[src/rtl/proc_pkg.sv]
// rtl/proc_pkg.sv - shared types and constants for the proc_controller slice
package proc_pkg;

    localparam int PC_W    = 8;
    localparam int INSTR_W = 10;
    localparam int DATA_W  = 4;

    // Values 0-7 are the architectural opcodes (ir[9:6] when ir[9]=0).
    // BZ and JMP are encoded by ir[9:8] and get codes outside that range.
    typedef enum logic [3:0] {
        OP_NOP  = 4'd0,
        OP_ADD  = 4'd1,
        OP_SUB  = 4'd2,
        OP_ADDI = 4'd3,
        OP_SUBI = 4'd4,
        OP_LDI  = 4'd5,
        OP_MOV  = 4'd6,
        OP_HALT = 4'd7,
        OP_BZ   = 4'd8,
        OP_JMP  = 4'd9
    } op_e;

    typedef enum logic [2:0] {
        ST_FETCH  = 3'd0,
        ST_DECODE = 3'd1,
        ST_EXEC   = 3'd2,
        ST_WB     = 3'd3,
        ST_HALT   = 3'd4
    } state_e;

    localparam logic [1:0] WB_ALU = 2'b00;
    localparam logic [1:0] WB_IMM = 2'b01;
    localparam logic [1:0] WB_REG = 2'b10;

    // Only arithmetic ops refresh the zero flag.
    function automatic logic op_sets_z(input op_e op);
        return (op == OP_ADD) || (op == OP_SUB) || (op == OP_ADDI) || (op == OP_SUBI);
    endfunction

endpackage

[src/rtl/proc_decode.sv]
// rtl/proc_decode.sv - combinational instruction field decoder
// Ports: ir_i (instruction word) -> op_o (op class), rd_o, rs_o, imm_o, target_o
module proc_decode
    import proc_pkg::*;
(
    input  logic [INSTR_W-1:0] ir_i,
    output op_e                op_o,
    output logic [1:0]         rd_o,
    output logic [1:0]         rs_o,
    output logic [DATA_W-1:0]  imm_o,
    output logic [PC_W-1:0]    target_o
);

    always_comb begin
        rd_o     = ir_i[5:4];
        rs_o     = ir_i[3:2];
        imm_o    = ir_i[3:0];
        target_o = ir_i[7:0];
        case (ir_i[9:8])
            2'b11:   op_o = OP_JMP;
            2'b10:   op_o = OP_BZ;
            // ir[9]=0 here, so the 4-bit field is always one of codes 0-7
            default: op_o = op_e'(ir_i[9:6]);
        endcase
    end

endmodule

[src/rtl/proc_controller.sv]
// rtl/proc_controller.sv - multi-cycle fetch/decode/exec/writeback controller
// Ports: clk, reset (async, active-high); imem_req/imem_addr/imem_ack/imem_rdata
// instruction fetch; rf_raddr_a/rf_raddr_b/rf_waddr/rf_we register file;
// alu_sub/alu_b_imm/imm/wb_sel datapath controls; alu_zero flag input;
// halted, pc status. Optional macro INSTRET_EN adds instret (16-bit retire count).
module proc_controller
    import proc_pkg::*;
#(
    parameter logic [PC_W-1:0] RESET_PC = 8'h00
) (
    input  logic               clk,
    input  logic               reset,
    output logic               imem_req,
    output logic [PC_W-1:0]    imem_addr,
    input  logic               imem_ack,
    input  logic [INSTR_W-1:0] imem_rdata,
    output logic [1:0]         rf_raddr_a,
    output logic [1:0]         rf_raddr_b,
    output logic [1:0]         rf_waddr,
    output logic               rf_we,
    output logic               alu_sub,
    output logic               alu_b_imm,
    output logic [DATA_W-1:0]  imm,
    output logic [1:0]         wb_sel,
    input  logic               alu_zero,
    output logic               halted,
    output logic [PC_W-1:0]    pc
`ifdef INSTRET_EN
    ,
    output logic [15:0]        instret
`endif
);

    state_e               state_q, state_d;
    logic [PC_W-1:0]      pc_q, pc_d;
    logic [INSTR_W-1:0]   ir_q, ir_d;
    logic                 z_q, z_d;

    op_e                  op;
    logic [1:0]           rd, rs;
    logic [PC_W-1:0]      target;
    logic                 alu_phase;

    proc_decode u_decode (
        .ir_i     (ir_q),
        .op_o     (op),
        .rd_o     (rd),
        .rs_o     (rs),
        .imm_o    (imm),
        .target_o (target)
    );

    always_comb begin
        state_d = state_q;
        pc_d    = pc_q;
        ir_d    = ir_q;
        z_d     = z_q;
        case (state_q)
            ST_FETCH: begin
                if (imem_ack) begin
                    ir_d    = imem_rdata;
                    state_d = ST_DECODE;
                end
            end
            ST_DECODE: begin
                case (op)
                    OP_JMP: begin
                        pc_d    = target;
                        state_d = ST_FETCH;
                    end
                    OP_BZ: begin
                        pc_d    = z_q ? target : pc_q + 8'd1;
                        state_d = ST_FETCH;
                    end
                    OP_NOP: begin
                        pc_d    = pc_q + 8'd1;
                        state_d = ST_FETCH;
                    end
                    OP_HALT: state_d = ST_HALT;
                    default: state_d = ST_EXEC;
                endcase
            end
            ST_EXEC: state_d = ST_WB;
            ST_WB: begin
                pc_d    = pc_q + 8'd1;
                state_d = ST_FETCH;
                if (op_sets_z(op)) begin
                    z_d = alu_zero;
                end
            end
            ST_HALT: state_d = ST_HALT;
            default: state_d = ST_FETCH;
        endcase
    end

    always_ff @(posedge clk or posedge reset) begin
        if (reset) state_q <= ST_FETCH;
        else       state_q <= state_d;
    end

    always_ff @(posedge clk or posedge reset) begin
        if (reset) pc_q <= RESET_PC;
        else       pc_q <= pc_d;
    end

    always_ff @(posedge clk or posedge reset) begin
        if (reset) ir_q <= '0;
        else       ir_q <= ir_d;
    end

    always_ff @(posedge clk or posedge reset) begin
        if (reset) z_q <= 1'b0;
        else       z_q <= z_d;
    end

`ifdef INSTRET_EN
    logic        retire;
    logic [15:0] instret_q;

    // NOP/JMP/BZ retire in DECODE, HALT on entry, everything else in WB.
    assign retire = (state_q == ST_WB) ||
                    ((state_q == ST_DECODE) &&
                     ((op == OP_NOP) || (op == OP_JMP) || (op == OP_BZ) || (op == OP_HALT)));

    always_ff @(posedge clk or posedge reset) begin
        if (reset)       instret_q <= 16'h0000;
        else if (retire) instret_q <= instret_q + 16'd1;
    end

    assign instret = instret_q;
`endif

    // Datapath controls are valid in EXEC and held through WB.
    assign alu_phase  = (state_q == ST_EXEC) || (state_q == ST_WB);
    assign alu_sub    = alu_phase && ((op == OP_SUB) || (op == OP_SUBI));
    assign alu_b_imm  = alu_phase && ((op == OP_ADDI) || (op == OP_SUBI));
    assign wb_sel     = !alu_phase     ? WB_ALU :
                        (op == OP_LDI) ? WB_IMM :
                        (op == OP_MOV) ? WB_REG : WB_ALU;

    assign imem_req   = (state_q == ST_FETCH);
    assign imem_addr  = pc_q;
    assign pc         = pc_q;
    assign rf_raddr_a = rd;
    assign rf_raddr_b = rs;
    assign rf_waddr   = rd;
    assign rf_we      = (state_q == ST_WB);
    assign halted     = (state_q == ST_HALT);

endmodule

[config.mk]
export PLATFORM = sky130hd
export DESIGN_NAME = proc_controller
export DESIGN_NICKNAME = d
export VERILOG_FILES = /design/src/rtl/proc_pkg.sv /design/src/rtl/proc_decode.sv /design/src/rtl/proc_controller.sv
export SDC_FILE = /design/constraint.sdc
export NUM_CORES = 1
export LEC_CHECK = 0
export BUFFER_PORTS_ARGS = -buffer_cell sky130_fd_sc_hd__buf_2
export CORE_ASPECT_RATIO = 0.9
export CORE_UTILIZATION = 35
export DETAILED_ROUTE_END_ITERATION = 12
export GPL_TIMING_DRIVEN = 0
export PLACE_DENSITY_LB_ADDON = 0.05
export SYNTH_ARGS = -nofsm -noshare
export SYNTH_HDL_FRONTEND = slang
export SYNTH_SLANG_ARGS = --single-unit
[constraint.sdc]
create_clock -name clk -period 2.6 [get_ports clk]
set_input_delay 0.13 -clock clk [delete_from_list [all_inputs] [get_ports clk]]
set_output_delay 0.13 -clock clk [all_outputs]
set_load 0.05 [all_outputs]
==> flow_metrics.env, run 1 <==
export IMPL_cts_sinks=22
export IMPL_yosysWarningCount=0
export IMPL_critical_path_startpoint_type="register"
export IMPL_rsz0062_at_grt="false"
export IMPL_drt_wirelength_per_cell_um=12.89
export IMPL_worstSetupPathType="reg -> reg"
export IMPL_worst_skew_pair_late_latency_ns=0.26
export IMPL_synth_enable_flop_cells=0
export IMPL_drt_pass1_iterations=4
export IMPL_crit_fanout=10
export IMPL_synthesis_area_per_instance_um2=10.40
export IMPL_route_vias_total=1104
export IMPL_synth_area_in_compound_gates_pct=10.48
export IMPL_r2r_worst_path_cells=5
export IMPL_rows=21
export IMPL_final_hold_viol_count=0
export IMPL_design_final_nets=198
export IMPL_netlist_area_um2=1373
export IMPL_cpPeakStageDelay_ns=0.41
export IMPL_yosysSeqAreaShare_pct=40.11
export IMPL_postCtsHoldBufs=0
export IMPL_synth_async_reset_ratio_pct=100.0
export IMPL_maxSlewHeadroom_pct=43.54
export IMPL_fin_crit_sh_pct=70.02
export IMPL_number_of_global_route_vias_before_repair=931
export IMPL_cts_buffers=3
export IMPL_clock_skews_ns=0.005279
export IMPL_min_period_ns=1.821
export IMPL_synth_cell_type_count=37
export IMPL_tritoncts="done"
export IMPL_final_cell_mix="48 x buf_2, 22 x dfrtp_1, 20 x buf_4"
export IMPL_synth_seq_cells=22
export IMPL_simple_gate_area_share_of_the_yosys_netlist_pct=21.33
export IMPL_postSynth_topFlopCell="dfrtp_1"
export IMPL_post_detailed_route_drc_marker_count=0
export IMPL_crit_required_ns=2.75
export IMPL_timing_critical_path_cells="buf_4 > nor3_2 > o31a_1 > o21ai_0 > a221o_1"
export IMPL_chipWidth_um=68.01
export IMPL_area_growth_synth_to_final_pct=24.98
export IMPL_r2r_end="imem_addr[3]"
export IMPL_initial_core_utilization_pct=36.79
export IMPL_count_of_input_and_output_buffers=46
export IMPL_slew_worst_pin_ns=0.8459
export IMPL_r2r_setup_slack_ns=0.78
export IMPL_postSynthNetCount=147
export IMPL_synth_area_mux_share_pct=12.67
export IMPL_max_cap_viol_count=0
export IMPL_global_route_wire_length_before_repair_um=4395
export IMPL_worstSetupEndpointType="register"
export IMPL_drt_antenna_violating_nets=0
export IMPL_track_usage_pct=14.78
export IMPL_floorplan_io_pins=47
export IMPL_status="finished, final reports clean"
export IMPL_core_area_um2=3731
export IMPL_cts_max_level=1
export IMPL_placer_s_final_routability_congestion_estimate=0.7185
export IMPL_worstHoldPathType="in -> async"
export IMPL_path_clk_slew_ns=0.08
export IMPL_cp_slowest_cell="dfrtp_1"
export IMPL_die_area_um2=4176
export IMPL_arrival_ns=1.97
export IMPL_postCtsSetupRepairBufs=0
export IMPL_setup_tns_ns=0
export IMPL_crit_reg2reg_launch="ir_q[8]"
export IMPL_final_max_slew_violation_count=0
export IMPL_cts_path_max_buffers=2
export IMPL_finalSetupViolations=0
export IMPL_vias_per_cell=4.842
export IMPL_antenna_cells=0
export IMPL_detail_route_wirelength_um=2939
export IMPL_clockRootBuffer="clkbuf_8"
export IMPL_post_cts_resize_count=0
export IMPL_gr_total_overflow=0
export IMPL_dr_first_iter_drc_count=60
export IMPL_adder_cell_area_share_of_the_yosys_netlist_pct=0.9116
export IMPL_grt_start_max_net_pins=23
export IMPL_number_of_antenna_violations_at_the_first_check_in_global_routing=0
export IMPL_netlist_instances=132
export IMPL_synth_xor_area_share_pct=0.6381
export IMPL_main_combinational_cell_family_by_area_after_synthesis="simple AND/OR/NAND/NOR gates"
export IMPL_layout_cells_most_common="buf_2"
export IMPL_fillers=402
export IMPL_die_h_um=61.41
export IMPL_share_of_post_route_cells_with_drive_strength_above_1_pct=50.55
export IMPL_fmaxAchievable_ghz=0.5493
worst max-delay path, delay by kind of cell (launching register included):
family          cells  cell delay, ns
compound gates      3            0.79
flops               1            0.41
simple gates        1            0.32
buf+inv             1            0.18
sequential cells by signal, indices dropped and copies added (netlist names):
register / cells
state_q: 3
imem_addr: 8
ir_q: 10
z_q: 1
metrics by stage:
step / area (um^2) / hold slack, ns / worst slack [ns] / util [%] / std cells
after floorplan: 1373 / 0.1192 / 0.09995 / - / 132
after global placement: 1660 / 0.3386 / 0.8253 / 44.50 / 224
after detailed placement: 1660 / 0.3565 / 0.7712 / 44.50 / 224
after CTS: 1715 / 0.06666 / 0.7577 / 45.98 / 228
after global routing: 1715 / 0.07714 / 0.7011 / 45.98 / 228
final: 1715 / 0.02209 / 0.7794 / 45.98 / 228
cells by family after synthesis:
logic type / after synthesis
xor gates and xnor gates: 1
DFF: 22
and+or+nand+nor: 45
muxes: 16
AOI/OAI and AO/OA: 19
adders and majority gates: 1
buffers and inverters: 28
synthesized netlist by cell type, drive strengths merged, types with 4 or more instances:
| master | instances | area (um^2) |
|---|---|---|
| buf | 23 | 171.4 |
| dfrtp | 22 | 550.5 |
| mux2 | 11 | 123.9 |
| nand2 | 7 | 26.28 |
| nor2 | 7 | 26.28 |
| o21ai | 6 | 30.03 |
| mux2i | 5 | 50.05 |
| nor3 | 5 | 30.03 |
| a21oi | 4 | 20.02 |
| and3 | 4 | 30.03 |
| nand3 | 4 | 25.02 |
| nor4b | 4 | 53.80 |
cell type report:
class	instances	area (um^2)	area share [%]
plain buffers	25	178.9	10.43
clock buffers	4	55.05	3.209
inverters	3	11.26	0.6565
multi-input cells	82	631.9	36.83
flip-flops and latches	22	550.5	32.09
well taps	46	57.56	3.355
repair buffers	46	230.2	13.42
metal layers:
metal  global-route usage, %  up-vias  routed length [um]  part of all wire, %
li1                        -      561                   -                    -
met5                       0        -                   0                    0
met1                   20.77      503                1460                   50
met3                   4.444        4                 160                  5.4
met4                   5.060        0                  34                  1.2
met2                   21.43       36                1284                   44
how the worst max path moves through the flow:
stage | startpoint | endpoint | slack (ns) | cells past startpoint
floorplan | state_q[1] | ir_q[0] | 0.1 | 5
global placement | ir_q[8] | imem_addr[3] | 0.83 | 5
detailed placement | ir_q[8] | imem_addr[3] | 0.77 | 5
CTS | ir_q[8] | imem_addr[3] | 0.76 | 5
global route | ir_q[8] | imem_addr[3] | 0.70 | 5
finish | ir_q[8] | imem_addr[3] | 0.78 | 5
Power of run 1 is left out: the tool's default activity adds up to more than one toggle a clock period on the data nets, which glitch-free logic cannot reach.
==> run 2: changes to the inputs <==
clock period = 1.85 ns   (was 2.6 ns; I/O delays follow)
==> run 2 against run 1 <==
  * The run now ends with negative hold slack left
  * Clock skew is 0.0033 ns higher
  * Final area is 4.6% higher
  * Sequential share of layout area shrank 1.4 points
  * Routed wire length is 2.9% higher
  * Global-route usage up 1.3 points
  * Cell count rose by 2.2%
  * Die area did not move
  * Register-to-register slack worse by 0.68 ns
  * Count of clock-buffer cells in the layout shrank 1
==> flow_metrics.env, run 2 (synthesized netlist as in run 1, its figures left out) <==
export IMPL_die_h_um=61.41
export IMPL_die_area_um2=4176
export IMPL_final_cell_mix="48 x buf_2, 25 x buf_4, 22 x dfrtp_1"
export IMPL_max_cap_viol_count=0
export IMPL_detail_route_wirelength_um=3023
export IMPL_clock_skews_ns=0.008626
export IMPL_track_usage_pct=16.11
export IMPL_startpoint="ir_q[6]"
export IMPL_r2r_worst_path_cells=5
export IMPL_violations="negative hold slack"
export IMPL_status="finished, violations left"
export IMPL_number_of_flip_flops_in_the_largest_register=10
export IMPL_crit_fanout=9
export IMPL_r2r_end="imem_addr[4]"
export IMPL_grt_start_max_net_pins=23
export IMPL_tritoncts="done"
export IMPL_arrival_ns=1.95
export IMPL_final_cell_area_um2=1794
export IMPL_worstHoldPathType="in -> async"
export IMPL_cts_path_max_buffers=2
export IMPL_post_dp_hpwl_um=2228
export IMPL_vias_per_cell=4.906
export IMPL_r2r_setup_slack_ns=0.1
export IMPL_final_setup_worst_slack_ns=0.09661
export IMPL_maxSlewHeadroom_pct=41.53
export IMPL_antenna_cells=0
export IMPL_design_final_nets=203
export IMPL_cp_endpoint="imem_addr[4]"
export IMPL_slew_worst_pin_ns=0.8760
export IMPL_placer_s_final_routability_congestion_estimate=0.7905
export IMPL_floorplan_io_pins=47
export IMPL_rsz0062_at_grt="false"
export IMPL_drt_pass1_iterations=4
export IMPL_share_of_post_route_cells_with_drive_strength_above_1_pct=52.41
export IMPL_gr_total_overflow=0
export IMPL_post_detailed_route_drc_marker_count=0
export IMPL_area_growth_synth_to_final_pct=30.72
export IMPL_cts_sinks=22
export IMPL_worstSetupPathType="reg -> reg"
export IMPL_number_of_global_route_vias_before_repair=995
export IMPL_core_area_um2=3731
export IMPL_cts_buffers=3
export IMPL_rows=21
export IMPL_core_utilization_of_the_finished_layout_pct=48.09
export IMPL_worst_skew_pair_late_latency_ns=0.27
export IMPL_drt_wirelength_per_cell_um=12.97
export IMPL_pre_cts_slack_ns=0.05048
export IMPL_crit_required_ns=2.05
export IMPL_fmaxAchievable_ghz=0.5703
export IMPL_dr_first_iter_drc_count=44
export IMPL_postCtsHoldBufs=0
export IMPL_worstSetupEndpointType="register"
export IMPL_crit_reg2reg_launch="ir_q[6]"
export IMPL_critical_path_startpoint_type="register"
export IMPL_route_vias_total=1143
export IMPL_final_hold_viol_count=8
export IMPL_cts_max_level=1
export IMPL_min_period_ns=1.753
export IMPL_fin_crit_sh_pct=94.78
export IMPL_finalSetupViolations=0
export IMPL_placedInstanceArea_um2=1672
export IMPL_clockRootBuffer="clkbuf_8"
export IMPL_chipWidth_um=68.01
export IMPL_final_hold_slack_ns=-0.007177
export IMPL_drt_antenna_violating_nets=0
export IMPL_final_max_slew_violation_count=0
export IMPL_path_clk_slew_ns=0.08
export IMPL_count_of_input_and_output_buffers=46
export IMPL_initial_core_utilization_pct=36.79
export IMPL_layout_cells_most_common="buf_2"
export IMPL_number_of_antenna_violations_at_the_first_check_in_global_routing=0
export IMPL_global_route_wire_length_before_repair_um=4871
export IMPL_largest_register="ir_q"
[run 2: cell count changes in the layout (fill, tap and decap cells not counted), sizes merged]
| cell | previous run | this run |
|---|---|---|
| buf | 69 | 74 |
| bufinv | 0 | 1 |
| clkbuf | 6 | 5 |
[run 2: worst min-delay path by stage]
stage                   end  depth (start not counted)
2_1_floorplan  imem_addr[0]                          1
6_report            ir_q[5]                          2
4_1_cts             ir_q[5]                          2
3_3_place_gp        ir_q[0]                          2
5_1_grt             ir_q[1]                          2
3_5_place_dp        ir_q[5]                          2
[run 2: metrics by stage]
step                      std cells  setup TNS [ns]
after floorplan                 132        -0.03059
after detailed placement        224               0
after global placement          224               0
final                           233               0
after global routing            233               0
after CTS                       228               0
[run 2: worst max-delay path: stages, from the launching register on]
cell	delay, ns
dfrtp_1	0.43
or4_4	0.57
and3_4	0.19
buf_6	0.13
nor4b_2	0.22
a221o_1	0.15
[run 2: area by class of cell]
cell class	instances	area (um^2)
inverter	3	11.26
sequential	22	550.5
buffer	25	178.9
fill	375	1937
timing repair buffer	51	267.8
tap	46	57.56
clock buffer	3	41.29
multi-input combinational	82	656.9
clock inverter	1	30.03
[run 2: timing repair]
action / 4_1_cts / 5_1_grt
gates resized for setup: 0 / 2
buffers inserted: 0 / 5
setup endpoints to repair: 0 / 3
[run 2: routing by layer]
metal  up-vias  GRT usage (%)  part of all wire, %
li1        569              -                    -
met1       535          23.01                   49
met2        35          23.95                   44
met3         4          4.630                  5.3
met4         0          3.869                  1.2
met5         -              0                    0
Power of run 2 is left out for the same reason.
==> run 3: changes to the inputs <==
HOLD_SLACK_MARGIN = 0.06   (was unset)
MAX_ROUTING_LAYER = met4   (was unset)
==> run 3 against run 2 <==
  * The run now ends clean
  * Sequential share of layout area fell by 1.8 points
  * Final area up 6.1%
  * Cell count up 4.7%
  * Critical endpoint unchanged
==> flow_metrics.env, run 3 (synthesized netlist as in run 1, its figures left out) <==
export IMPL_cts_sinks=22
export IMPL_multi_input_comb_area_um2=656.9
export IMPL_layoutNonFillerInstCount=244
export IMPL_clock_skews_ns=0.008823
export IMPL_clockRootBuffer="clkbuf_8"
export IMPL_arrival_ns=1.96
export IMPL_sequential_cell_area_um2=550.5
export IMPL_hold_critical_path_endpoint="ir_q[3]"
export IMPL_grt_start_max_net_pins=23
export IMPL_final_hold_slack_ns=0.06536
export IMPL_drt_met1_wl_um=1510
export IMPL_critical_path_startpoint_type="register"
export IMPL_dp_cells=224
export IMPL_cpPeakStageDelay_ns=0.57
export IMPL_post_dp_hpwl_um=2228
export IMPL_r2r_worst_path_cells=5
export IMPL_die_h_um=61.41
export IMPL_cts_path_max_buffers=2
export IMPL_global_route_wire_length_before_repair_um=4926
export IMPL_final_hold_viol_count=0
export IMPL_timing_critical_path_cells="or4_4 > and3_4 > buf_6 > nor4b_2 > a221o_1"
export IMPL_fillers=364
export IMPL_drt_wirelength_per_cell_um=12.75
export IMPL_floorplan_io_pins=47
export IMPL_gr_total_overflow=0
export IMPL_detailroute_wirelength_met2_um=1422
export IMPL_detail_route_wirelength_um=3110
export IMPL_track_usage_pct=16.84
export IMPL_core_area_um2=3731
export IMPL_crit_fanout=9
export IMPL_share_of_post_route_cells_with_drive_strength_above_1_pct=49.49
export IMPL_rsz0062_at_grt="false"
export IMPL_number_of_antenna_violations_at_the_first_check_in_global_routing=0
export IMPL_r2r_end="imem_addr[4]"
export IMPL_count_of_input_and_output_buffers=46
export IMPL_detailroute_wirelength_met3_um=143
export IMPL_timing_hold_worst_path_depth=2
export IMPL_layout_cells_most_common="buf_2"
export IMPL_worst_skew_pair_late_latency_ns=0.27
export IMPL_maxSlewHeadroom_pct=41.63
export IMPL_dr_first_iter_drc_count=65
export IMPL_rows=21
export IMPL_final_max_slew_violation_count=0
export IMPL_die_area_um2=4176
export IMPL_r2r_setup_slack_ns=0.09
export IMPL_fmaxAchievable_ghz=0.5692
export IMPL_worstSetupEndpointType="register"
export IMPL_min_from="imem_rdata[3]"
export IMPL_placedInstanceArea_um2=1672
export IMPL_area_growth_synth_to_final_pct=38.74
export IMPL_max_cap_viol_count=0
export IMPL_finalSetupViolations=0
export IMPL_antenna_cells=0
export IMPL_crit_required_ns=2.05
export IMPL_chipWidth_um=68.01
export IMPL_final_cell_mix="48 x buf_2, 25 x buf_4, 22 x dfrtp_1"
export IMPL_min_period_ns=1.757
export IMPL_number_of_flip_flops_in_the_largest_register=10
export IMPL_worstHoldPathType="in -> reg"
export IMPL_tritoncts="done"
export IMPL_number_of_global_route_vias_before_repair=1011
export IMPL_top_layer="met4"
export IMPL_slew_worst_pin_ns=0.8746
export IMPL_cp_slowest_cell="or4_4"
export IMPL_crit_reg2reg_launch="ir_q[6]"
export IMPL_drt_pass1_iterations=4
export IMPL_initial_core_utilization_pct=36.79
export IMPL_cts_buffers=3
export IMPL_vias_per_cell=4.816
export IMPL_fin_crit_sh_pct=94.97
export IMPL_status="finished, final reports clean"
export IMPL_path_clk_slew_ns=0.08
export IMPL_drt_antenna_violating_nets=0
export IMPL_route_vias_total=1175
export IMPL_largest_register="ir_q"
export IMPL_design_final_nets=214
export IMPL_worstSetupPathType="reg -> reg"
export IMPL_cts_max_level=1
export IMPL_final_cell_area_um2=1904
export IMPL_post_detailed_route_drc_marker_count=0
export IMPL_placer_s_final_routability_congestion_estimate=0.8017
[run 3: routing by layer]
layer | vias to the layer above | global-route usage [%]
met2 | 35 | 24.79
li1 | 588 | -
met4 | 0 | 3.869
met1 | 548 | 23.01
met3 | 4 | 4.444
met5 | - | -
[run 3: area by class of cell]
| type | count | share of cell area, % |
|---|---|---|
| Multi-Input combinational cell | 82 | 34.49 |
| Sequential cell | 22 | 28.91 |
| Timing Repair Buffer | 62 | 19.84 |
| Buffer | 25 | 9.396 |
| Tap cell | 46 | 3.022 |
| Clock buffer | 3 | 2.168 |
| Clock inverter | 1 | 1.577 |
| Inverter | 3 | 0.5913 |
[run 3: worst max path at each step]
stage	startpoint	end	slack [ns]	depth (start not counted)
global route	ir_q[6]	imem_addr[7]	0.01	5
detailed placement	ir_q[8]	imem_addr[7]	0.05	5
CTS	ir_q[8]	imem_addr[7]	0.02	5
global placement	ir_q[8]	imem_addr[3]	0.09	5
finish	ir_q[6]	imem_addr[4]	0.09	5
floorplan	ir_q[7]	alu_sub	-0.02	3
[run 3: what timing repair did]
| item | in CTS | in global routing |
|---|---|---|
| hold buffers | 11 | 0 |
| endpoints found under the setup margin | 0 | 3 |
| hold endpoints to repair | 32 | 0 |
| gates resized for setup | 0 | 2 |
| setup buffers | 0 | 5 |
[run 3: worst max-delay path: cells and delay by family (launching register included)]
kind                   cells  cell delay [ns]
buffers and inverters      1             0.13
AO/OA/AOI/OAI              1             0.15
flip-flops                 1             0.43
AND/OR/NAND/NOR            3             0.98
[run 3: per-stage QoR]
step	setup slack, ns	util, %	TNS (ns)
3_3_place_gp	0.08762	44.80	0
3_5_place_dp	0.05048	44.80	0
5_1_grt	0.009682	51.04	0
2_1_floorplan	-0.01912	-	-0.03059
4_1_cts	0.02417	49.66	0
6_report	0.09304	51.04	0
Power of run 3 is left out for the same reason.
